==> config.mk <==
export PLATFORM = sky130hd
export DESIGN_NAME = dff_pipe
export DESIGN_NICKNAME = d
export VERILOG_FILES = /design/src/rtl/dff_pkg.sv /design/src/rtl/dff_pipe_stage.sv /design/src/rtl/dff_pipe.sv
export SDC_FILE = /design/constraint.sdc
export NUM_CORES = 1
export LEC_CHECK = 0
export BUFFER_PORTS_ARGS = -buffer_cell sky130_fd_sc_hd__buf_2
export CORE_UTILIZATION = 40
export CTS_BUF_LIST = sky130_fd_sc_hd__clkbuf_8
export DETAILED_ROUTE_END_ITERATION = 8
export PLACE_DENSITY = 0.71
export RECOVER_POWER = 25
export SLEW_MARGIN = 0
export SYNTH_ARGS = -nofsm -noshare
export SYNTH_HDL_FRONTEND = slang
export SYNTH_SLANG_ARGS = --single-unit
==> constraint.sdc <==
create_clock -name clk -period 1.7 [get_ports clk]
set_input_delay 0.425 -clock clk [delete_from_list [all_inputs] [get_ports clk]]
set_output_delay 0.425 -clock clk [all_outputs]
set_load 0.02 [all_outputs]
==> src/rtl/dff_pkg.sv <==
// Shared definitions for the dff_pipe register pipeline.
// Optional occupancy counter is enabled with DFF_PIPE_COUNT_EN.
package dff_pkg;

    // Width of an occupancy counter that must represent 0..depth inclusive.
    function automatic int cnt_w(input int depth);
        return (depth < 1) ? 1 : $clog2(depth + 1);
    endfunction

    // Fill bit for stage data on reset and on flush; replicated to WIDTH.
    localparam logic DATA_RST = 1'b0;

endpackage

==> src/rtl/dff_pipe_stage.sv <==
// One pipeline stage: WIDTH-bit data register plus valid bit.
// Accepts whenever empty or when the downstream stage is draining.
module dff_pipe_stage
    import dff_pkg::*;
#(
    parameter int WIDTH = 8
) (
    input  logic             clk,
    input  logic             rst,
    input  logic             clr,
    input  logic             up_valid,
    input  logic [WIDTH-1:0] up_data,
    input  logic             dn_ready,
    output logic             vld,
    output logic [WIDTH-1:0] data,
    output logic             rdy
);

    // An empty stage always takes, which is what collapses bubbles under stall.
    assign rdy = !vld || dn_ready;

    always_ff @(posedge clk or negedge rst) begin
        if (!rst) begin
            vld  <= 1'b0;
            data <= {WIDTH{DATA_RST}};
        end else if (clr) begin
            vld  <= 1'b0;
            data <= {WIDTH{DATA_RST}};
        end else if (rdy) begin
            vld <= up_valid;
            // Data only moves with a real word so out_data stays stable between words.
            if (up_valid) begin
                data <= up_data;
            end
        end
    end

endmodule

==> src/rtl/dff_pipe.sv <==
// DEPTH-stage valid/ready register pipeline with bubble collapse and flush.
// Define DFF_PIPE_COUNT_EN to add the registered occupancy output 'count'.
module dff_pipe
    import dff_pkg::*;
#(
    parameter int WIDTH = 8,
    parameter int DEPTH = 3
) (
    input  logic             clk,
    input  logic             rst,
    input  logic             clr,
    input  logic             in_valid,
    output logic             in_ready,
    input  logic [WIDTH-1:0] in_data,
    output logic             out_valid,
    input  logic             out_ready,
    output logic [WIDTH-1:0] out_data
`ifdef DFF_PIPE_COUNT_EN
    ,
    output logic [cnt_w(DEPTH)-1:0] count
`endif
);

    logic [DEPTH:0]                rdy;
    logic [DEPTH-1:0]              vld;
    logic [DEPTH-1:0][WIDTH-1:0]   data;

    assign rdy[DEPTH] = out_ready;
    assign in_ready   = rdy[0] && !clr;
    assign out_valid  = vld[DEPTH-1];
    assign out_data   = data[DEPTH-1];

    for (genvar i = 0; i < DEPTH; i++) begin : g_stage
        logic             up_v;
        logic [WIDTH-1:0] up_d;

        if (i == 0) begin : g_head
            assign up_v = in_valid;
            assign up_d = in_data;
        end else begin : g_body
            assign up_v = vld[i-1];
            assign up_d = data[i-1];
        end

        dff_pipe_stage #(
            .WIDTH(WIDTH)
        ) u_stage (
            .clk      (clk),
            .rst      (rst),
            .clr      (clr),
            .up_valid (up_v),
            .up_data  (up_d),
            .dn_ready (rdy[i+1]),
            .vld      (vld[i]),
            .data     (data[i]),
            .rdy      (rdy[i])
        );
    end

`ifdef DFF_PIPE_COUNT_EN
    localparam int CW = cnt_w(DEPTH);

    logic in_xfer;
    logic out_xfer;

    assign in_xfer  = in_valid && in_ready;
    assign out_xfer = out_valid && out_ready;

    always_ff @(posedge clk or negedge rst) begin
        if (!rst) begin
            count <= '0;
        end else if (clr) begin
            count <= '0;
        end else if (in_xfer && !out_xfer) begin
            count <= count + CW'(1);
        end else if (out_xfer && !in_xfer) begin
            count <= count - CW'(1);
        end
    end

    // The counter is a shadow of the valid bits; any drift is a design bug.
    a_count_matches_vld: assert property (@(posedge clk) disable iff (!rst)
        count == CW'($countones(vld)));
    a_count_in_range: assert property (@(posedge clk) disable iff (!rst)
        count <= CW'(DEPTH));
`endif

    a_out_hold: assert property (@(posedge clk) disable iff (!rst)
        (out_valid && !out_ready && !clr) |=> (out_valid && $stable(out_data)));

endmodule

==> run metrics <==
CTS tree yes; # hold bufs at CTS 0; fin. max-slew vios 0; Tot Pwr 1.12 mW; Die Area 2970 µm²; pwr dens 872 nW/µm²; Setup Crit Path Kind flop to output port; initial drt markers 19; syn_nets 99; post-synthesis mux area share 0; Die Ht 54.5 µm; final period utilization 0.946; Hold WS 0.360 ns; Ys Warns 0; H-tree depth 1; DR WL/cell 13.7 µm; core area 2540 µm²; Post-Syn Instances 86; status completed; pin count of the biggest net entering global routing 28; Netlist Area Pre-Place 1100 µm²; Min-Delay Path Class input pin to flop; CP Launch Type flop; share of layout cells above drive strength 1 0.300; Crit Reg-Reg Endpoint g_stage[0].u_stage.data[4]; Synth top area share 0.612; worst ir drop on vdd 0.666 mV; CP max stage cell dfrtp_1; Slew headroom 0.0867; Netlist cell types 17; vias per cell 5.53; clock tree buffer depth 2; P_leak 0.656 nW; reg2reg path depth 4; row count 18; largest family of logic cells by synthesized area compound AO/OA/AOI/OAI gates; I/O pins 23; Initial Utilization 0.434; vias in the first global route 729; clk_lat worst skew 0.27 ns; CP Capture Type output port; Final Critical Period 1.61 ns; register area share after synthesis 0.612; Max FO, Critical Path 5; Setup Skew 0.00396 ns; post-CTS sizing 0; post-synth top area cell dfrtp_1; Post-CTS Setup Bufs 0; All-Layer GR Usage 0.168; GR Overflow Total 0; Synth Area in Compound Gates 0.236; Synth area leaders dfrtp_1 61%, a22o_1 13%, a21oi_1 5.0%, nand3_1 3.6%, o21ai_0 3.6%; clk root buf clkbuf_8; CP max stage delay 0.47 ns; GP Congestion 0.727; final instance area 1290 µm²; Endpoint, Worst Hold g_stage[0].u_stage.data[0]; WL final 1.92 mm; Antenna Nets Post-Route 0; CP arrival 1.18 ns; Min-Delay Path Depth 2; Pre-antenna DRT Iters 4; Critical Path RT 1.27 ns; achievable clock frequency 622 MHz; Fin Setup TNS 0 ns; register bit total from synthesis 27; R2R Path Start g_stage[2].u_stage.vld; xor/xnor share of the synthesized area 0; Final nets 124; DR vias 774; simple-gate share of the synthesized area 0.120; MaxCap Viol Count 0; area grow syn2layout 16.7%; clock sinks 27; detailed placement HPWL 1.43 mm; worst slew pin tran 1.37 ns; clock edge transition at the registers on the reported setup and hold paths 0.09 ns; Residual DRC 0; critical-path cell list nand4b_2 -> nor2b_1 -> buf_2; Final Hold Viols 0; Die Wd 54.5 µm; flop2flop setup slack 0.39 ns; Port Buffers 22; min-delay src in_data[0]; CTS buffer count 3; fillers 231; syn avg cell area 12.8 µm²; Post-Synth Adder-Cell Area 0; Antenna Cells 0; unrepaired setup endpoints after global routing false; initial antenna violation count 0; Post-DP Area 1240 µm²; global-route wire length before repair 3.42 mm; # setup viols final 0
[critical path, delay by kind of cell (launching register included)]
kind	cells	cell delay (ns)
buffers and inverters	1	0.17
and+or+nand+nor	2	0.27
DFF	1	0.47
[cells in the final DEF, fill, tap and decap left out, drive strengths merged, types with 2 or more instances in the layout]
| cell type | instances |
|---|---|
| nand3 | 8 |
| a22o | 16 |
| dfrtp | 27 |
| inv | 3 |
| nor3b | 2 |
| o21ai | 8 |
| clkbuf | 4 |
| buf | 23 |
| a21oi | 13 |
[cell families after synthesis]
kind of cell | Yosys count
flip-flops | 27
AO/OA/AOI/OAI | 37
AND/OR/NAND/NOR | 15
buffers and inverters | 7
[flip-flops by register name (all words and copies together) (netlist names)]
name                  count
g_stage.u_stage.vld       3
g_stage.u_stage.data     24
[routing by layer]
| metal | track usage | share of wire | routed length, µm |
|---|---|---|---|
| met5 | 0 | 0 | 0 |
| met4 | 0.0641 | 0.015 | 29 |
| met3 | 0.0583 | 0.053 | 101 |
| met2 | 0.268 | 0.44 | 837 |
| met1 | 0.207 | 0.50 | 951 |
[where the power goes]
part / switching, mW / leakage [nW] / total, mW / internal, mW
clock: 0.196 / 0.0255 / 0.360 / 0.164
sequential: 0.0143 / 0.369 / 0.675 / 0.661
combinational: 0.0536 / 0.262 / 0.0877 / 0.0341
[synthesized netlist by cell type]
cell type,number
o21ai_0,8
inv_1,3
nand3b_4,1
dfrtp_1,27
a22o_1,16
buf_6,1
a21oi_4,1
nand2b_1,1
a21oi_2,1
nor3b_4,2
a21oi_1,11
clkbuf_1,2
nand3_1,8
nand4b_2,1
and2b_1,1
buf_2,1
nor2b_1,1
[cell type report]
type                    count  area, µm²  share of cell area
repair buffers             24        124              0.0962
flip-flops and latches     27        676               0.525
inverters                   3       11.3             0.00875
clock buffers               3       41.3              0.0321
multi-input cells          52        393               0.305
clock inverters             1       5.00             0.00389
well taps                  30       37.5              0.0292
[stage by stage]
stage          utilization  instances  setup WS (ns)
2_1_floorplan            -         86          0.243
3_3_place_gp         0.488        136          0.229
3_5_place_dp         0.488        136          0.232
4_1_cts              0.506        140         0.0734
5_1_grt              0.506        140        0.00257
6_report             0.506        140         0.0910
[worst max-delay path by stage]
| stage | startpoint | end | slack [ns] | cells past startpoint |
|---|---|---|---|---|
| 2_1_floorplan | g_stage[2].u_stage.vld | in_ready | 0.24 | 2 |
| 3_3_place_gp | out_ready | in_ready | 0.23 | 4 |
| 3_5_place_dp | out_ready | in_ready | 0.23 | 4 |
| 4_1_cts | g_stage[2].u_stage.vld | in_ready | 0.07 | 3 |
| 5_1_grt | g_stage[2].u_stage.vld | in_ready | 0.003 | 3 |
| 6_report | g_stage[2].u_stage.vld | in_ready | 0.09 | 3 |
No activity file was read; power rests on OpenSTA's default activity.
